<file path="src/rtl/present_ct_collector_if.sv">
// ---------------------------------------------------------------------------
// present_ct_collector_if
//   Ciphertext delivery channel between the collector and its result sink.
//   ct_data  : 64-bit ciphertext {high, low} at the head of the buffer
//   ct_valid : a word is available
//   ct_ready : sink accepts ct_data when ct_valid & ct_ready
//   master   : producer side (collector)
//   slave    : consumer side (sink)
// ---------------------------------------------------------------------------
interface present_ct_collector_if;
    logic [63:0] ct_data;
    logic        ct_valid;
    logic        ct_ready;

    modport master (
        output ct_data,
        output ct_valid,
        input  ct_ready
    );

    modport slave (
        input  ct_data,
        input  ct_valid,
        output ct_ready
    );
endinterface

</file>
<file path="src/rtl/present_ct_collector.sv">
// ---------------------------------------------------------------------------
// present_ct_collector
//   Reassembles the PRESENT core's 64-bit ciphertext from two 32-bit halves
//   on dout (high half qualified by done1, low half by done2), buffers whole
//   words in a small FIFO and offers them to a sink over valid/ready.
//
//   Parameters : DEPTH (FIFO entries, power of two, >= 2), CNT_W (word counter)
//   clk        : system clock, rising edge
//   rst        : asynchronous active-low reset
//   dout       : ciphertext half from the core
//   done1/2    : level strobes for the high / low half
//   ct_if      : master side of the ciphertext channel (data/valid/ready)
//   full       : FIFO holds DEPTH words
//   ovf_err    : sticky, a word was dropped because the FIFO was full
//   seq_err    : sticky, a low half arrived with no pending high half
//   word_cnt   : words accepted into the FIFO, wraps
// ---------------------------------------------------------------------------
module present_ct_collector #(
    parameter int unsigned DEPTH = 4,
    parameter int unsigned CNT_W = 8
) (
    input  logic                   clk,
    input  logic                   rst,
    input  logic [31:0]            dout,
    input  logic                   done1,
    input  logic                   done2,
    present_ct_collector_if.master ct_if,
    output logic                   full,
    output logic                   ovf_err,
    output logic                   seq_err,
    output logic [CNT_W-1:0]       word_cnt
);

    localparam int unsigned AW = $clog2(DEPTH);
    localparam int unsigned PW = AW + 1;

    localparam logic [0:0] ST_IDLE    = 1'b0;
    localparam logic [0:0] ST_HAVE_HI = 1'b1;

    logic [0:0]       state_q, state_d;
    logic [31:0]      hi_q, hi_d;
    logic             done1_q, done2_q;
    logic             seq_err_q, seq_err_d;
    logic             ovf_err_q, ovf_err_d;
    logic [CNT_W-1:0] cnt_q, cnt_d;
    logic [PW-1:0]    wr_q, wr_d;
    logic [PW-1:0]    rd_q, rd_d;
    logic [63:0]      mem_q [DEPTH];
    logic [63:0]      mem_d [DEPTH];

    logic             rise1, rise2;
    logic             push_req, push_ok, pop;
    logic             empty, full_w;
    logic [63:0]      push_word;

    assign rise1 = done1 & ~done1_q;
    assign rise2 = done2 & ~done2_q;

    assign empty  = (wr_q == rd_q);
    assign full_w = (wr_q[AW] != rd_q[AW]) && (wr_q[AW-1:0] == rd_q[AW-1:0]);
    assign pop    = ~empty & ct_if.ct_ready;

    // Assembly FSM. In HAVE_HI a simultaneous rise1/rise2 pushes with the old
    // high half and then latches the new one, so rise1 only decides the next
    // state after the push has been formed.
    always_comb begin
        state_d   = state_q;
        hi_d      = hi_q;
        seq_err_d = seq_err_q;
        push_req  = 1'b0;
        push_word = {hi_q, dout};
        case (state_q)
            ST_IDLE: begin
                if (rise2) begin
                    seq_err_d = 1'b1;
                end
                if (rise1) begin
                    hi_d    = dout;
                    state_d = ST_HAVE_HI;
                end
            end
            default: begin
                if (rise2) begin
                    push_req = 1'b1;
                    state_d  = ST_IDLE;
                end
                if (rise1) begin
                    hi_d    = dout;
                    state_d = ST_HAVE_HI;
                end
            end
        endcase
    end

    // A pop in the same cycle frees a slot, so a full FIFO still accepts.
    always_comb begin
        push_ok   = push_req & (~full_w | pop);
        wr_d      = wr_q;
        rd_d      = rd_q;
        cnt_d     = cnt_q;
        ovf_err_d = ovf_err_q;
        mem_d     = mem_q;
        if (push_ok) begin
            mem_d[wr_q[AW-1:0]] = push_word;
            wr_d  = wr_q + PW'(1);
            cnt_d = cnt_q + CNT_W'(1);
        end else if (push_req) begin
            ovf_err_d = 1'b1;
        end
        if (pop) begin
            rd_d = rd_q + PW'(1);
        end
    end

    always_ff @(posedge clk or negedge rst) begin
        if (!rst) begin
            state_q   <= ST_IDLE;
            hi_q      <= '0;
            done1_q   <= 1'b0;
            done2_q   <= 1'b0;
            seq_err_q <= 1'b0;
            ovf_err_q <= 1'b0;
            cnt_q     <= '0;
            wr_q      <= '0;
            rd_q      <= '0;
            for (int unsigned i = 0; i < DEPTH; i++) begin
                mem_q[i] <= '0;
            end
        end else begin
            state_q   <= state_d;
            hi_q      <= hi_d;
            done1_q   <= done1;
            done2_q   <= done2;
            seq_err_q <= seq_err_d;
            ovf_err_q <= ovf_err_d;
            cnt_q     <= cnt_d;
            wr_q      <= wr_d;
            rd_q      <= rd_d;
            for (int unsigned i = 0; i < DEPTH; i++) begin
                mem_q[i] <= mem_d[i];
            end
        end
    end

    assign ct_if.ct_data  = mem_q[rd_q[AW-1:0]];
    assign ct_if.ct_valid = ~empty;
    assign full           = full_w;
    assign ovf_err        = ovf_err_q;
    assign seq_err        = seq_err_q;
    assign word_cnt       = cnt_q;

endmodule

</file>
<file path="src/flat_wrapper.sv">
// flat-port wrapper written by rule: the top's interface ports become plain ports
module present_ct_collector_flat 
#(
    parameter int unsigned DEPTH = 4,
    parameter int unsigned CNT_W = 8
)
  (clk, rst, dout, done1, done2, full, ovf_err, seq_err, word_cnt, ct_if_ct_data, ct_if_ct_valid, ct_if_ct_ready);
  present_ct_collector_if ct_if_i ();
  input  logic clk;
  input  logic rst;
  input  logic [31:0] dout;
  input  logic done1;
  input  logic done2;
  output logic full;
  output logic ovf_err;
  output logic seq_err;
  output logic [CNT_W-1:0] word_cnt;
  output wire logic [$bits(ct_if_i.ct_data)-1:0] ct_if_ct_data;
  output wire logic [$bits(ct_if_i.ct_valid)-1:0] ct_if_ct_valid;
  input wire logic [$bits(ct_if_i.ct_ready)-1:0] ct_if_ct_ready;
  assign ct_if_ct_data = ct_if_i.ct_data;
  assign ct_if_ct_valid = ct_if_i.ct_valid;
  assign ct_if_i.ct_ready = ct_if_ct_ready;
  present_ct_collector #(.DEPTH(DEPTH), .CNT_W(CNT_W)) u_core (.clk(clk), .rst(rst), .dout(dout), .done1(done1), .done2(done2), .ct_if(ct_if_i), .full(full), .ovf_err(ovf_err), .seq_err(seq_err), .word_cnt(word_cnt));
endmodule
</file>
<file path="config.mk">
export PLATFORM = sky130hd
export DESIGN_NAME = present_ct_collector_flat
export DESIGN_NICKNAME = d
export VERILOG_FILES = /design/src/rtl/present_ct_collector_if.sv /design/src/rtl/present_ct_collector.sv /design/src/flat_wrapper.sv
export SDC_FILE = /design/constraint.sdc
export NUM_CORES = 1
export LEC_CHECK = 0
export ABC_CLOCK_PERIOD_IN_PS = 2490
export CORE_UTILIZATION = 57
export CTS_BUF_LIST = sky130_fd_sc_hd__clkbuf_4
export DETAILED_ROUTE_END_ITERATION = 16
export MAX_ROUTING_LAYER = met4
export PLACE_DENSITY = 0.79
export SKIP_LAST_GASP = 1
export SYNTH_ARGS = -nofsm -noshare
export SYNTH_HDL_FRONTEND = slang
export SYNTH_SLANG_ARGS = --single-unit
export TNS_END_PERCENT = 10
</file>
<file path="constraint.sdc">
create_clock -name clk -period 2.49 [get_ports clk]
set_input_delay 0.747 -clock clk [delete_from_list [all_inputs] [get_ports clk]]
set_output_delay 0.747 -clock clk [all_outputs]
set_load 0.01 [all_outputs]
</file>
==> flow_results.xml <==
<?xml version="1.0" encoding="UTF-8"?>
<metrics>
  <group name="place">
    <metric name="hpwl" unit="mm">17.2</metric>
    <metric name="finalWeightedCongestion" unit="">0.757</metric>
    <metric name="pre_cts_ws" unit="ns">-0.127</metric>
    <metric name="place.port_buffers" unit="">112</metric>
  </group>
  <group name="power_and_ir_drop">
    <metric name="peakVddDrop" unit="mV">0.763</metric>
    <metric name="power_per_cell_area" unit="nW/µm²">1340</metric>
    <metric name="p_leak" unit="nW">7.25</metric>
  </group>
  <group name="route">
    <metric name="routed_wire_length_per_instance" unit="µm">21.3</metric>
    <metric name="route.antenna.remaining_nets" unit="">0</metric>
    <metric name="route.final.wire_length" unit="mm">27.5</metric>
    <metric name="detailroute.via_count" unit="">7488</metric>
    <metric name="detail_route.drc_violations" unit="">0</metric>
    <metric name="detailedRoute.firstPassIterationCount" unit="">5</metric>
    <metric name="detailedRoute.firstIterationViolations" unit="">339</metric>
    <metric name="avgViaCountPerCell" unit="">5.79</metric>
  </group>
  <group name="clock_tree">
    <metric name="count_of_h_tree_levels_built_during_cts" unit="">3</metric>
    <metric name="cell_at_the_root_of_the_clock_tree" unit="">clkbuf_4</metric>
    <metric name="max-clock-path-buffers" unit="">3</metric>
    <metric name="clock_tree_from_tritoncts" unit="">built</metric>
    <metric name="clkSinkCount" unit="">307</metric>
    <metric name="post_cts_hold_buffer_count" unit="">0</metric>
    <metric name="worst_skew_pair_latency" unit="ns">0.67</metric>
    <metric name="cts.clk_slew.worst_paths" unit="ns">0.06</metric>
    <metric name="cts_inserted_buffers" unit="">80</metric>
  </group>
  <group name="timing">
    <metric name="worst_slack" unit="ns">-0.433</metric>
    <metric name="fin_crit" unit="ns">2.92</metric>
    <metric name="setup_repair_after_global_routing_missed_its_margin" unit="">yes</metric>
    <metric name="report.final.hold_viol_count" unit="">0</metric>
    <metric name="clock-skew-final" unit="ns">0.0416</metric>
    <metric name="pin_slew_with_the_least_headroom_to_its_limit" unit="ns">0.542</metric>
    <metric name="setup_total_negative_slack" unit="ns">-24.71</metric>
    <metric name="clock.fmax" unit="MHz">342</metric>
    <metric name="slew_violations" unit="">0</metric>
    <metric name="final-setup-viol-count" unit="">66</metric>
    <metric name="maxSlewHeadroom" unit="%">63.9</metric>
    <metric name="final_min_period_over_clock_period" unit="%">117</metric>
  </group>
  <group name="outcome">
    <metric name="failed_checks" unit="">negative setup slack</metric>
    <metric name="outcome" unit="">finished, violations left</metric>
  </group>
  <group name="worst_setup_path">
    <metric name="capturing_element_type_of_the_critical_path" unit="">output port</metric>
    <metric name="path_class" unit="">reg -&gt; out</metric>
    <metric name="worst_path_max_delay_cell" unit="">dfrtp_4</metric>
    <metric name="crit_path_start_kind" unit="">flip-flop</metric>
    <metric name="rr_startpoint" unit="">u_core.rd_q[0]</metric>
    <metric name="r2r_setup_slack" unit="ns">0.23</metric>
    <metric name="cp_max_fo" unit="">6</metric>
    <metric name="path_cells" unit="">buf_8, buf_12, buf_16, mux4_2, buf_6</metric>
    <metric name="crit_path_dat" unit="ns">2.18</metric>
    <metric name="cpPeakStageDelay" unit="ns">0.53</metric>
    <metric name="timing.critical_path.from" unit="">u_core.rd_q[0]</metric>
    <metric name="critPathRequiredTime" unit="ns">1.74</metric>
  </group>
  <group name="global_route">
    <metric name="grt_max_degree" unit="">65</metric>
    <metric name="grt_pass1_wl" unit="mm">45.9</metric>
    <metric name="antenna_found_initial" unit="">0</metric>
    <metric name="globalRoute.totalOverflow" unit="">0</metric>
    <metric name="groute.usage.overall" unit="%">26.1</metric>
    <metric name="grt_pass1_vias" unit="">8648</metric>
  </group>
  <group name="synthesis">
    <metric name="avgSynthCellArea" unit="µm²">17.2</metric>
    <metric name="synth_top_area_share" unit="%">59.1</metric>
    <metric name="syn_area" unit="µm²">13000</metric>
    <metric name="synthesis.yosys.warnings" unit="">0</metric>
    <metric name="synth_cell_type_count" unit="">26</metric>
    <metric name="seq_area_frac_synth" unit="%">59.1</metric>
    <metric name="synth_fp_nets" unit="">798</metric>
    <metric name="post_synth_main_area_contributors" unit="">dfrtp_1, mux2_2, mux4_2</metric>
    <metric name="yosysTopAreaCell" unit="">dfrtp_1</metric>
    <metric name="yosys_register_bits" unit="">307</metric>
    <metric name="syn-instance-count" unit="">755</metric>
  </group>
  <group name="layout">
    <metric name="layout.nets" unit="">1003</metric>
    <metric name="areaGrowthSynthToFinish" unit="%">23.7</metric>
    <metric name="post_route_cells_drive_above_1_share" unit="%">44.6</metric>
  </group>
  <group name="floorplan">
    <metric name="num_io_pins" unit="">113</metric>
    <metric name="die_height" unit="µm">153</metric>
    <metric name="start_util" unit="%">58.9</metric>
    <metric name="placementRows" unit="">54</metric>
    <metric name="core_region_area" unit="µm²">22100</metric>
    <metric name="floorplan.die.width" unit="µm">153</metric>
    <metric name="floorplan.die_area" unit="µm²">23400</metric>
  </group>
  <group name="flow_run">
    <metric name="max_cap_viol_count" unit="">0</metric>
  </group>
  <group name="hold_path">
    <metric name="hold_path_class" unit="">in -&gt; async</metric>
  </group>
</metrics>
worst max-delay path: cells and delay by family (launching register included):
| family | cells | cell delay (ns) |
|---|---|---|
| buf+inv | 4 | 0.57 |
| flops | 1 | 0.53 |
| mux | 1 | 0.44 |
layout make-up:
cell class                      count  area (µm²)
Antenna cell                        1        2.50
Clock buffer                      119         893
Clock inverter                     16         143
Fill cell                        1366        6010
Inverter                            3        11.3
Multi-Input combinational cell    401        5120
Sequential cell                   307        7690
Tap cell                          280         350
Timing Repair Buffer              167        1870
cell usage after synthesis:
cell and instances:
nand3b_1 2, xnor2_1 12, buf_2 19, dfrtp_1 307, mux2_1 120, buf_4 13, xor2_1 2, nand2_2 2
nand2_1 5, nand2b_1 1, o21bai_1 2, nor2b_1 1, a21o_1 1, nand4_1 5, and3_1 1, and4_1 1
o21ai_0 1, nand3_1 3, mux2_2 170, inv_1 3, mux4_2 64, ha_1 6, a41oi_2 1, buf_1 4
nor2_1 1, clkbuf_1 8
metrics by stage:
| stage | hold WS [ns] | utilization [%] | power [W] | cell area (µm²) | cells |
|---|---|---|---|---|---|
| after floorplan | 0.451 | - | 0.0131 | 13000 | 755 |
| after global placement | 0.464 | 67.0 | 0.0167 | 14800 | 1139 |
| after detailed placement | 0.465 | 67.0 | 0.0171 | 14800 | 1139 |
| after CTS | 0.0129 | 72.5 | 0.0215 | 16000 | 1290 |
| after global routing | 0.00365 | 72.8 | 0.0228 | 16100 | 1293 |
| final | 0.0327 | 72.8 | 0.0215 | 16100 | 1294 |
placed cells by master (no fill, tap or decap), types with 3 or more instances in the layout:
cell | netlist | final
buf_4 | 13 | 19
clkdlybuf4s15_1 | 0 | 33
buf_12 | 0 | 26
mux2_1 | 120 | 120
nand4_1 | 5 | 5
mux2_2 | 170 | 170
nand2_4 | 0 | 4
bufinv_16 | 0 | 3
mux4_2 | 64 | 64
inv_1 | 3 | 3
nand2_1 | 5 | 3
buf_16 | 0 | 3
nand3_1 | 3 | 3
ha_1 | 6 | 6
buf_6 | 0 | 13
xnor2_1 | 12 | 11
clkbuf_2 | 0 | 13
clkinv_1 | 0 | 11
clkbuf_4 | 0 | 119
dlygate4sd2_1 | 0 | 3
buf_2 | 19 | 8
dfrtp_1 | 307 | 305
clkdlybuf4s50_1 | 0 | 45
cell families (layout without fill, tap and decap cells):
| group | Yosys count | count (layout) | synth area share [%] |
|---|---|---|---|
| adder cells (fa/ha/maj) | 6 | 6 | 0.577 |
| other | 0 | 1 | 0 |
| flip-flops | 307 | 307 | 59.1 |
| buffers and inverters | 47 | 305 | 1.91 |
| AND/OR/NAND/NOR | 22 | 22 | 0.953 |
| AO/OA/AOI/OAI | 5 | 5 | 0.337 |
| multiplexers | 354 | 354 | 36.2 |
| XOR/XNOR | 14 | 14 | 0.943 |
worst paths after layout:
check,to,cells past startpoint
min,u_core.mem_q[175],1
min reg2reg,u_core.word_cnt[7],1
max in group asynchronous,u_core.mem_q[203],2
max reg2reg,u_core.mem_q[139],8
max,ct_if_ct_data[58],5
min in group clk,u_core.word_cnt[7],1
power by group:
part | internal, W | switching, W | total, W
Combinational | 0.00524 | 0.00339 | 0.00862
Clock | 0.00248 | 0.00193 | 0.00441
Sequential | 0.00720 | 0.00127 | 0.00847
state kept, by name (all words and copies together), names as in the netlist:
name and flops:
u_core.rd_q 3, u_core.word_cnt 8, u_core.ovf_err 1, u_core.mem_q 256, u_core.seq_err 1, u_core.hi_q 32, u_core.done1_q 1, u_core.state_q 1
u_core.done2_q 1, u_core.wr_q 3
timing repair:
action | in CTS | in global routing
cloned | 3 | 1
setup endpoints to repair | 67 | 68
setup buffers | 13 | 2
gates resized for setup | 146 | 58
per-layer routing:
metal	global-route usage (%)	routed length, µm	up-vias
li1	-	-	3248
met1	32.1	11500	4029
met2	43.5	14400	175
met3	6.04	1290	36
met4	7.70	367	0
met5	-	0	-
(Power assumes the default switching activity.)
